`src/rtl/mem_arbiter.sv`:
```
// Shares one single-ported synchronous RAM between instruction fetch and data ports.
// Data has priority; fetch is forced through after MAX_WAIT consecutive losses.
module mem_arbiter #(
  parameter int XLEN     = 32,
  parameter int MAX_WAIT = 4
) (
  input  logic            clk,
  input  logic            reset,
  input  logic            i_req,
  input  logic [XLEN-1:0] i_addr,
  output logic            i_gnt,
  output logic            i_rvalid,
  output logic [XLEN-1:0] i_rdata,
  input  logic            d_req,
  input  logic            d_wen,
  input  logic [XLEN-1:0] d_addr,
  input  logic [XLEN-1:0] d_wdata,
  output logic            d_gnt,
  output logic            d_rvalid,
  output logic [XLEN-1:0] d_rdata,
  output logic            mem_en,
  output logic            mem_wen,
  output logic [XLEN-1:0] mem_addr,
  output logic [XLEN-1:0] mem_wdata,
  input  logic [XLEN-1:0] mem_rdata
);

  localparam int            CW      = $clog2(MAX_WAIT + 1);
  localparam logic [CW-1:0] MAX_CNT = CW'(MAX_WAIT);

  logic [CW-1:0] starve_cnt;
  logic          starve_hit;
  logic          rd_i_p1;
  logic          rd_d_p1;

  function automatic logic [XLEN-1:0] word_addr(input logic [XLEN-1:0] byte_addr);
    return {2'b00, byte_addr[XLEN-1:2]};
  endfunction

  assign starve_hit = (starve_cnt == MAX_CNT);
  assign i_gnt      = ~reset & i_req & (~d_req | starve_hit);
  assign d_gnt      = ~reset & d_req & ~(i_req & starve_hit);
  assign mem_en     = i_gnt | d_gnt;
  assign mem_wen    = d_gnt & d_wen;

  always_comb begin
    mem_addr  = '0;
    mem_wdata = '0;
    if (d_gnt) begin
      mem_addr  = word_addr(d_addr);
      mem_wdata = d_wdata;
    end else if (i_gnt) begin
      mem_addr  = word_addr(i_addr);
    end
  end

  // p0 -> p1: record who owns the read data returning next cycle
  always_ff @(posedge clk) begin
    if (reset) begin
      starve_cnt <= '0;
      rd_i_p1    <= 1'b0;
      rd_d_p1    <= 1'b0;
    end else begin
      rd_i_p1 <= i_gnt;
      rd_d_p1 <= d_gnt & ~d_wen;
      if (i_gnt || !i_req)
        starve_cnt <= '0;
      else if (d_gnt && !starve_hit)
        starve_cnt <= starve_cnt + CW'(1);
    end
  end

  assign i_rvalid = rd_i_p1;
  assign d_rvalid = rd_d_p1;
  assign i_rdata  = mem_rdata;
  assign d_rdata  = mem_rdata;

endmodule
```
`config.mk`:
```
export PLATFORM = sky130hd
export DESIGN_NAME = mem_arbiter
export DESIGN_NICKNAME = d
export VERILOG_FILES = /design/src/rtl/mem_arbiter.sv
export SDC_FILE = /design/constraint.sdc
export NUM_CORES = 1
export LEC_CHECK = 0
export CAP_MARGIN = 20
export CORE_AREA = 2 2 102 104
export CTS_BUF_LIST = sky130_fd_sc_hd__clkbuf_4 sky130_fd_sc_hd__clkbuf_8
export DETAILED_ROUTE_END_ITERATION = 10
export DIE_AREA = 0 0 104 106
export PLACE_DENSITY_LB_ADDON = 0.2
export SETUP_SLACK_MARGIN = 0.02
export SYNTH_ARGS = -nofsm -noshare
export SYNTH_HDL_FRONTEND = slang
export SYNTH_SLANG_ARGS = --single-unit
```
`constraint.sdc`:
```
create_clock -name clk -period 4.1 [get_ports clk]
set_input_delay 0.41 -clock clk [delete_from_list [all_inputs] [get_ports clk]]
set_output_delay 0.41 -clock clk [all_outputs]
set_load 0.02 [all_outputs]
```
==> results of run 1 <==
## critical path: cells and delay by family
kind            cells  cell delay [ps]
compound gates      1              140
buf+inv             4             1740
simple gates        1              490
## final cells by class
type | instances | area (sq um) | area share [%]
clock buffers | 4 | 48.8 | 1.52
inverters | 2 | 7.51 | 0.234
multi-input cells | 144 | 1170 | 36.6
flip-flops and latches | 5 | 100 | 3.12
well taps | 136 | 170 | 5.30
repair buffers | 171 | 1710 | 53.2
## per-stage QoR
| stage | utilization, % | hold slack, ps | setup WS, ps |
|---|---|---|---|
| after floorplan | - | 426 | 2340 |
| after detailed placement | 31.6 | 451 | 825 |
| after CTS | 32.1 | 461 | 821 |
| after global routing | 32.1 | 484 | 731 |
| after global placement | 31.6 | 448 | 814 |
| final | 32.1 | 458 | 885 |
## registers in the layout, summed over array words and instances (netlist names)
| name | flops |
|---|---|
| i_rvalid | 1 |
| starve_cnt | 3 |
| d_rvalid | 1 |
## cell families after synthesis
family / count (synthesis) / share of synthesized area, %
simple gates: 108 / 38.8
buf+inv: 96 / 34.3
compound gates: 32 / 20.3
flops: 5 / 5.18
fa+ha+maj: 2 / 1.29
other cells: 1 / 0.194
## power breakdown
part | switching, mW | total (mW) | internal (mW)
clock network | 0.0266 | 0.100 | 0.0736
logic | 0.117 | 0.295 | 0.177
registers | 0.000543 | 0.0507 | 0.0502
## cells in the mapped netlist
library cell,count
sky130_fd_sc_hd__and4b_1,1
sky130_fd_sc_hd__and2b_2,1
sky130_fd_sc_hd__inv_1,2
sky130_fd_sc_hd__dfxtp_1,5
sky130_fd_sc_hd__nor3b_1,2
sky130_fd_sc_hd__buf_1,2
sky130_fd_sc_hd__o22ai_1,2
sky130_fd_sc_hd__clkbuf_1,15
sky130_fd_sc_hd__conb_1,1
sky130_fd_sc_hd__o211a_1,1
sky130_fd_sc_hd__buf_6,5
sky130_fd_sc_hd__nor2_1,5
sky130_fd_sc_hd__nor2b_1,1
sky130_fd_sc_hd__buf_4,70
sky130_fd_sc_hd__o22ai_2,28
sky130_fd_sc_hd__nand3b_1,60
sky130_fd_sc_hd__nor3_2,1
sky130_fd_sc_hd__buf_2,2
sky130_fd_sc_hd__a21boi_4,1
sky130_fd_sc_hd__and3_1,34
sky130_fd_sc_hd__nand3_1,1
sky130_fd_sc_hd__nand2b_1,2
sky130_fd_sc_hd__ha_1,2
## metal layers
| metal | GRT usage, % | routed length [um] | vias up |
|---|---|---|---|
| met3 | 3.00 | 544 | 28 |
| met5 | 0 | 0 | - |
| li1 | - | - | 961 |
| met1 | 11.8 | 2730 | 904 |
| met2 | 20.5 | 3290 | 106 |
| met4 | 4.15 | 191 | 0 |
## final timing paths
kind / from / end / slack [ps] / cells past startpoint
worst max register to register: starve_cnt[0] / starve_cnt[0] / 2420 / 5
worst max-delay path: i_req / mem_addr[13] / 880 / 6
worst min register to register: starve_cnt[0] / starve_cnt[0] / 460 / 1
worst min-delay path: starve_cnt[0] / starve_cnt[0] / 460 / 1
==> impl.org, run 1 <==
** Finish
- Once layout is complete, the cells apart from fillers number about 460.
- After the last flow step, the layout net total stands at roughly 460.
- Counting the fill cells in the layout gives 1097.
- Relative to the synthesized area, the layout overhead comes to 66.0%.
- In the layout the commonest cells are sky130_fd_sc_hd__clkdlybuf4s50_1 (164), sky130_fd_sc_hd__nand3b_1 (60), sky130_fd_sc_hd__and3_1 (33).
- Finished Cell Area :: ~3200 sq um
- Proportion of layout cells with a drive suffix above 1 :: 13.2%
- The library cell used most frequently in the layout, excluding fill and tap cells, is sky130_fd_sc_hd__clkdlybuf4s50_1.
- Number of antenna cells inserted :: 0

** Drt
- Summed over all layers, the routed wires come to ~6800 um.
- Summing over every cut layer, the via total after detailed routing is around 2000.
- In the routed layout, each cell is associated on average with a via count of between 4 and 5.
- For this block, the initial DRC count from the detailed router was 57.
- Number of design rule violations left after detail routing :: 0
- In the final routed layout, each cell accounts on average for about 15 um.
- For this run, the detailed router's first-pass iteration total came to 4.
- The count of nets left with antenna violations once routing finished came out at 0.

** Floorplanning
- The floorplan step defined a die boundary enclosing approximately 11000 sq um.
- The floorplan has 37 rows.
- Die Height :: about 110 um
- Initial standard-cell utilization of the core :: between 10% and 20%
- In this run the count of I/O pins placed on the die edge is between 200 and 300.
- Measured along the x axis, the die boundary spans roughly 100 um.
- In this run the standard cell core region covers roughly 10000 sq um.

** Timing
- RSZ-0062 raised after global routing :: no
- In the final timing run, aggregate negative setup slack is 0 ps.
- The routed design could run at a clock period as short as 3220 ps.
- Fin. Hold Viols :: 0
- At the pin with the least slew margin, the transition time is around 950 ps.
- Based on the critical path, the design can be clocked at up to 0.311 GHz.
- The total count of max-transition violations in the final report was 0.
- Measured against its own limit, the worst slew margin works out to between 30% and 40%.
- After layout, the worst path uses 78.4% of the clock period.
- Worst clock skew :: roughly 0.48 ps
- Final Setup Violations :: 0

** Worst setup path
- Slowest library cell on the worst path :: sky130_fd_sc_hd__clkdlybuf4s50_1
- Data arrival time of the worst path :: 2810 ps
- In this run the worst path has a maximum fanout of 22.
- Data required time of the critical path :: around 3700 ps
- Slowest Stage Delay on Critical Path :: 560 ps
- Walking the worst path, the cells encountered are clkdlybuf4s50_1 > buf_4 > and3_2 > buf_4 > o22ai_2 > clkdlybuf4s50_1.
- Critical path type :: primary input to primary output
- The worst setup path is captured at a primary output.
- STA classifies the critical path startpoint as a primary input.

** Global routing
- The number of global-route vias before repair came to ~2000.
- Entering global routing, the biggest net connects 37 pins.
- Total GRT Usage :: 11.0%
- Antenna violations before repair :: 0
- Global routing finished with a remaining overflow of 0.
- Wire length of the first global-routing pass :: ~10000 um

** CTS
- TritonCTS built the clock tree.
- Clock transition at the registers of the reported paths :: roughly 40 ps
- For this design, the CTS-stage hold fixing added 0 buffers.
- TritonCTS created 3 clock buffers.
- Post-CTS Repair Setup Buffers :: 0
- Clock Tree Buf Depth :: 2
- After clock tree synthesis, the repair step resized 0 gates.
- CTS built an H-tree with a depth of 1.
- Counting every sink on the clock net gives 5.
- CTS placed an instance of sky130_fd_sc_hd__clkbuf_8 at the clock tree root.
- At the later pin of the worst-skew pair, clock insertion delay measures around 220 ps.

** Power
- Standby leakage power :: around 1.2 nW
- Power spread over the standard cell area amounts to between 100 and 150 nW/um^2.
- Worst voltage drop across the vdd grid :: approximately 65 uV
- Summing internal, switching and leakage power gives roughly 0.45 mW.

** Logic synthesis
- Sequential element share of the synthesized area :: roughly 5.2%
- In this run the biggest area consumer among cell types represents 27.2% of the synthesized area.
- Counting flops and latches in the post-synthesis netlist gives 5.
- After synthesis, the mean cell area works out to around 8 sq um.
- The cell count after synthesis came out at ~240.
- In this run the cell area of the synthesized design comes to just under 2000 sq um.
- Number of warnings printed during yosys synthesis :: 0
- Number of library cell types mapped by synthesis :: 23
- Top post-synthesis cells by area :: sky130_fd_sc_hd__buf_4 (27%), sky130_fd_sc_hd__nand3b_1 (23%), sky130_fd_sc_hd__o22ai_2 (18%), sky130_fd_sc_hd__and3_1 (11%), sky130_fd_sc_hd__dfxtp_1 (5.2%)
- Summed over all instances, the cell type with the most area after synthesis is sky130_fd_sc_hd__buf_4.

** Placed design
- Input and output buffers added on the ports amount to 164.
- The wire-length estimate of the detail-placed layout is 5000 um.
- Placed Cells :: 458
- Post-placement cell area :: roughly 3200 sq um
- At the end of routability-driven placement, the weighted congestion stood at around 0.76.

** Min path
- The min-delay analysis places its worst path in the category flip-flop to flip-flop.

** Status
- The run finished with clean final reports.

** Flow run
- Number of maximum-capacitance constraint violations :: 0
Note: power is estimated with default switching activity, not from simulation.
==> run 2, diff against run 1 <==
Settings changed: CORE_AREA 2 2 102 104 to 2 2 104 106, DIE_AREA 0 0 104 106 to 0 0 106 108.
Clock period 4.1 ns to 2.9 ns, I/O delays scaled along.
==> run 2 against run 1 <==
Against the previous run: power up 42%; sequential power up 42%; count of clock-buffer cells in the layout unchanged; die area up 3.8%; via count up 1.8%; flip-flop and latch count unchanged; combinational power up 43%; utilization down 0.41 points; global-route usage up 0.36 points; register-to-register slack worse by 910 ps; critical endpoint is now mem_addr[8].
==> impl.org, run 2 (synthesis results as in run 1) <==
** Global routing
- Maximum number of pins on one net before global-route repair :: 41 (+11%)
- The number of antenna violations at the first check in global routing came to 0 (unchanged).
- The number of global-route vias before repair is 2083 (+5.9%).
- GR Overflow Total :: 0 (unchanged)
- Wire length of the first global-routing pass :: 10500 um (+5.2%)
- Total GRT Usage :: 11.4% (+0.36 points)

** Finish
- Proportion of layout cells with a drive suffix above 1 :: 13.5% (+0.27 points)
- The library cell used most frequently in the layout, excluding fill and tap cells, is sky130_fd_sc_hd__clkdlybuf4s50_1.
- From synthesis to final layout, the design area changed by 67.6%.
- The area taken by multi-input logic gates was 1170 sq um (unchanged).
- Commonest cells after routing, fill and taps aside :: sky130_fd_sc_hd__clkdlybuf4s50_1 (164), sky130_fd_sc_hd__nand3b_1 (60), sky130_fd_sc_hd__and3_1 (33)
- The diode insertion count for antenna repair was 0 (unchanged).
- Number of fill cells :: 1093 (-0.36%)
- Top reg by flops :: starve_cnt
- The net count reported at finish came to 463 (+0.22%).
- Area taken by flip-flops and latches :: 100 sq um (unchanged)
- Post-route insts no fill :: 463 (+0.22%)
- The number of flip-flops in the largest register is 3 (unchanged).

** Drt
- Signal routing reaches up to met4.
- Number of design rule violations left after detail routing :: 0 (unchanged)
- The met3 routed wirelength came to 664 um (+22%).
- The routed metal-1 wire length came to 2570 um (-5.8%).
- The total vias in the final route is 2034 (+1.8%).
- Violation count after the first detailed-routing iteration :: 85 (+49%)
- The detailed-route wire length per cell is 15.1 um (+3.4%).
- The first-pass detailed-route iteration total came to 4 (unchanged).
- Post-detailed-route count of antenna-violating nets :: 0 (unchanged)
- The number of vias per cell was 4.39 (+1.5%).
- Amount of wire on met2 after detailed routing :: 3490 um (+5.9%)
- The wire length after detailed routing was 7000 um (+3.6%).

** Worst setup path
- Crit. Startpoint :: starve_cnt[0]
- Sort of element at the start of the critical path :: flip-flop
- Data required time of the critical path :: 2610 ps (-1080 ps)
- The worst setup path is of the flip-flop to primary output kind.
- Reg-to-reg critical path startpoint :: starve_cnt[0]
- The signal on the critical path passes through inv_1 > ha_1 > and3_2 > buf_12 > o22ai_2 > clkdlybuf4s50_1.
- Data arrival time of the worst path :: 2260 ps (-550 ps)
- Slowest library cell on the worst path :: sky130_fd_sc_hd__clkdlybuf4s50_1
- The top fanout value on the critical path is 24 (+9.1%).
- The count of buffering cells on the critical path with inverters included came to 3 (-1).
- On the critical path the largest part of the delay comes from buffers and inverters.
- The delay of the slowest critical-path stage is 640 ps (+80 ps).
- CP Capture Type :: primary output

** Timing
- RSZ-0062 raised after global routing :: no
- The count of endpoints failing setup in the final report is 0 (unchanged).
- Share of the clock period used by the worst path after layout :: a little under 90%
- The count of final hold-check violations is 0 (unchanged).
- The total count of max-transition violations in the final report is 0 (unchanged).
- Final TNS setup :: 0 ps (unchanged)
- For this run, the top clock speed supported by timing is a little under 0.4 GHz.
- For the finished layout, the period the worst path requires is ~2500 ps.
- The final worst clock skew was 3.09 ps (+2.60 ps).

** CTS
- The number of H-tree levels was 1 (unchanged).
- The cts-stage hold buffer count was 0 (unchanged).
- The maximum clock path buffer count was 2 (unchanged).
- CTS tree :: yes
- The post-CTS setup repair buffer count is 0 (unchanged).
- The clock-pin transition on the worst setup and hold timing paths is 40 ps (about the same).
- The tree is rooted in a sky130_fd_sc_hd__clkbuf_8.
- Number of clock buffers inserted by TritonCTS :: 3 (unchanged)
- The quantity of gates resized following cts was 0 (unchanged).
- Clock Latency Late Sink :: 220 ps (about the same)
- The total clock sinks was 5 (unchanged).

** Floorplanning
- The die footprint is 11400 sq um (+3.8%).
- The y dimension of the die was 108 um (+1.9%).
- The width of the die is 106 um (+1.9%).
- The core box area is 10200 sq um (+2.3%).
- The cell row count was 37 (unchanged).
- The number of top-level pins is 267 (unchanged).
- The starting density of the core came to 18.9% (-0.44 points).

** Placed design
- The post-DP HPWL came to 5130 um (+2.7%).
- The count of buffers inserted at the top-level ports is 164 (unchanged).
- The total placed cells including tap cells came to 459 (+0.22%).
- The routability-driven placement congestion ratio was 0.669 (-12%).

** Status
- The run finished with clean final reports.

** Min path
- The tightest min-delay check is of the flip-flop to flip-flop type.
- The worst hold path begins at starve_cnt[0].

** Power
- Standby leakage power :: 1.22 nW (+0.94%)
- Power per standard cell area :: 195 nW/um^2 (+41%)
- The maximum VDD drop was 102 uV (+58%).

** Flow run
- Number of maximum-capacitance constraint violations :: 0 (unchanged)
-- run 2: layout make-up --
cell class              count  share of cell area (%)
well taps                 136                    5.25
clock buffers               4                    1.51
inverters                   2                   0.232
repair buffers            172                    53.7
flip-flops and latches      5                    3.09
multi-input cells         144                    36.3
-- run 2: final timing paths --
path	endpoint	slack, ps	cells past startpoint
worst max-delay path	mem_addr[8]	350	6
worst min register to register	starve_cnt[0]	450	1
worst max register to register	starve_cnt[0]	1510	5
worst min-delay path	starve_cnt[0]	450	1
-- run 2: report_power, final --
part	total (mW)	internal, mW	leakage [nW]	switching, mW
clock	0.140	0.104	0.0262	0.0365
combinational	0.421	0.253	1.15	0.168
sequential	0.0718	0.0710	0.0408	0.000777
-- run 2: per-layer routing --
metal,vias up,track usage [%]
met3,38,3.25
li1,964,-
met1,926,11.5
met4,0,5.92
met2,106,21.2
met5,-,0
-- run 2: per-stage QoR --
stage	power [mW]	hold slack [ps]	instance area [sq um]	utilization, %	worst slack (ps)
floorplan	0.386	360	1940	-	1260
global placement	0.495	448	3190	31.2	392
detailed placement	0.498	456	3190	31.2	402
CTS	0.645	459	3240	31.7	324
global route	0.672	495	3240	31.7	249
finish	0.633	455	3240	31.7	353
==> run 3, diff against run 2 <==
Settings changed: CELL_PAD_IN_SITES_DETAIL_PLACEMENT set to 0, CELL_PAD_IN_SITES_GLOBAL_PLACEMENT set to 1, CORE_AREA 2 2 104 106 to unset, CORE_MARGIN set to 2, CORE_UTILIZATION set to 14, CTS_CLUSTER_SIZE set to 20, DIE_AREA 0 0 106 108 to unset.
==> run 3 against run 2 <==
Against the previous run: global-route usage down 2.0 points; critical path type unchanged; cell area rose by 1.5%; largest cell class unchanged; utilization fell by 7.0 points.
==> impl.org, run 3 (synthesis results as in run 1) <==
** Worst setup path
- Crit. Startpoint :: starve_cnt[0]
- Slowest library cell on the worst path :: sky130_fd_sc_hd__clkdlybuf4s50_1
- The delay of the slowest critical-path stage came to 630 ps (about the same).
- Number of logic stages on the critical path including buffering :: 6 (unchanged)
- Worst reg-to-reg path cell count :: 5 (unchanged)
- Combined buffer and inverter count along the critical path :: 3 (unchanged)
- Sort of element at the start of the critical path :: flip-flop
- Data required time of the critical path :: 2610 ps (about the same)
- The worst setup path is of the flip-flop to primary output kind.
- Broken down by cell family, the worst path's largest delay share belongs to buffers and inverters.
- STA classifies the critical path endpoint as a primary output.
- Critical path fanouts, max :: 22 (-8.3%)
- Cell-by-cell trace of the critical path :: inv_1 > ha_1 > and3_2 > buf_4 > o22ai_1 > clkdlybuf4s50_1
- Data arrival time of the worst path :: 2230 ps (-30 ps)
- The worst register-to-register path begins at starve_cnt[0].

** Power
- Standby leakage power :: 1.23 nW (+0.64%)
- Power per standard cell area :: 194 nW/um^2 (-0.77%)
- The maximum VDD drop was 102 uV (about the same).

** Min path
- Worst hold path depth :: 1 (unchanged)
- The path class of the tightest hold or removal check is flip-flop to flip-flop.
- The worst hold path begins at starve_cnt[0].

** Drt
- The number of vias per cell came to 3.92 (-11%).
- Post-detailed-route count of antenna-violating nets :: 0 (unchanged)
- Final Routed Wirelength :: 7520 um (+7.4%)
- Mean routed wirelength per cell :: 14.9 um (-1.7%)
- The first-pass detailed-route iteration total is 4 (unchanged).
- DR vias :: 1985 (-2.4%)
- Number of design rule violations left after detail routing :: 0 (unchanged)
- The initial detailed-routing violation count is 54 (-36%).

** Finish
- The layout filler cell count is 1495 (+37%).
- Area overhead of the layout relative to synthesis :: 70.1%
- The diode insertion count for antenna repair is 0 (unchanged).
- The area used by sequential logic in the layout was 100 sq um (unchanged).
- Flip-flop count of the largest register after layout :: 3 (unchanged)
- The fraction of final layout cells with drive strength greater than 1 came to 14.2% (+0.79 points).
- Post-route insts no fill :: 506 (+9.3%)
- Fin util :: 24.6% (-7.0 points)
- Nets :: 466 (+0.65%)
- Area used by multi-input combinational logic :: 1170 sq um (unchanged)
- Counting flops per register, the top entry is starve_cnt.
- Most common library cell in the layout ignoring fill and taps :: sky130_fd_sc_hd__clkdlybuf4s50_1
- The top cell types in the final layout, fill and taps aside, are sky130_fd_sc_hd__clkdlybuf4s50_1 (164), sky130_fd_sc_hd__nand3b_1 (60), sky130_fd_sc_hd__and3_1 (33).

** CTS
- The clock-pin transition on the worst setup and hold timing paths came to 40 ps (about the same).
- The number of H-tree levels was 1 (unchanged).
- The total clock sinks was 5 (unchanged).
- The cell sitting at the root of the clock tree is a sky130_fd_sc_hd__clkbuf_8.
- The maximum clock path buffer count came to 2 (unchanged).
- The quantity of gates resized following cts is 0 (unchanged).
- TritonCTS built the clock tree.
- The cts-stage hold buffer count was 0 (unchanged).
- The insertion delay to the later sink of the worst-skew pair came to 220 ps (about the same).
- The post-CTS setup repair buffer count is 0 (unchanged).
- Number of clock buffers inserted by TritonCTS :: 3 (unchanged)

** Timing
- Smallest setup slack after layout :: 378 ps (+25.3 ps)
- Achievable frequency :: 0.397 GHz (+1.0%)
- The final critical path time including I/O delays and setup is 2520 ps (-25.3 ps).
- Fin. Hold Viols :: 0 (unchanged)
- The share of the clock period used by the worst path after layout is 87.0% (-0.87 points).
- The final hold slack was 456 ps (+0.770 ps).
- Max-slew violation total from the final report :: 0 (unchanged)
- Final TNS setup :: 0 ps (unchanged)
- RSZ-0062 raised after global routing :: no
- The count of endpoints failing setup in the final report was 0 (unchanged).
- The final worst clock skew came to 0.142 ps (-2.95 ps).

** Global routing
- The global routing stage identified its most utilized layer as met2.
- The overall routing resource usage was 9.40% (-2.0 points).
- The number of global-route vias before repair came to 1998 (-4.1%).
- Maximum number of pins on one net before global-route repair :: 37 (-9.8%)
- Met2 usage :: 17.1% (-4.0 points)
- The number of antenna violations at the first check in global routing was 0 (unchanged).
- The met1 global-route usage was 10.2% (-1.3 points).
- The wire length of the first global-routing pass is 10900 um (+3.0%).
- The met3 usage in global routing was 3.34% (+0.081 points).
- GR Overflow Total :: 0 (unchanged)

** Placed design
- DP Wirelength :: 5640 um (+9.8%)
- Placed Cells :: 502 (+9.4%)
- The worst setup slack before clock tree synthesis was 396 ps (-5.89 ps).
- # port buffers :: 164 (unchanged)
- The routability-driven placement congestion ratio was 0.629 (-6.1%).

** Floorplanning
- The die footprint is 14800 sq um (+29%).
- Placement Rows :: 42 (+14%)
- Total core area :: 13300 sq um (+30%)
- Die Span X :: 122 um (+15%)
- The starting density of the core was 14.5% (-4.4 points).
- The number of top-level pins is 267 (unchanged).
- Die Height :: 122 um (+13%)

** Flow run
- The total of max-cap violations is 0 (unchanged).

** Status
- Outcome :: complete, no violations
[run 3: cell count changes in the layout (fill, tap and decap cells not counted)]
cell | previous run | this run
sky130_fd_sc_hd__buf_12 | 3 | 1
sky130_fd_sc_hd__buf_4 | 5 | 10
[run 3: where the power goes]
part / total (mW) / internal, mW / leakage (nW) / switching, mW
registers: 0.0717 / 0.0710 / 0.0408 / 0.000750
logic: 0.423 / 0.253 / 1.16 / 0.170
clock network: 0.143 / 0.104 / 0.0262 / 0.0389
[run 3: per-stage QoR]
stage | instance area (sq um) | total power [mW]
5_1_grt | 3290 | 0.675
4_1_cts | 3290 | 0.651
2_1_floorplan | 1940 | 0.386
6_report | 3290 | 0.638
3_3_place_gp | 3240 | 0.501
3_5_place_dp | 3240 | 0.500
[run 3: metal layers]
metal / share of wire, % / vias up
met2: 50 / 101
met5: 0 / -
li1: - / 970
met1: 38 / 897
met4: 1.8 / 0
met3: 10 / 17
[run 3: layout make-up]
type	instances	area share, %
timing repair buffer	175	52.8
multi-input combinational	144	35.7
tap	176	6.70
sequential	5	3.04
clock buffer	4	1.48
inverter	2	0.228
[run 3: worst paths after layout]
path / end / slack, ps
worst max register to register: starve_cnt[0] / 1490
worst min register to register: starve_cnt[0] / 460
worst min-delay path: starve_cnt[0] / 460
worst max-delay path: mem_addr[29] / 380
[run 3: worst register-to-register path: cells and delay by family (launching register included)]
| kind | cells | cell delay [ps] |
|---|---|---|
| AO/OA/AOI/OAI | 1 | 220 |
| adder cells (fa/ha/maj) | 1 | 260 |
| buffers and inverters | 2 | 300 |
| flip-flops | 1 | 350 |
| AND/OR/NAND/NOR | 1 | 200 |
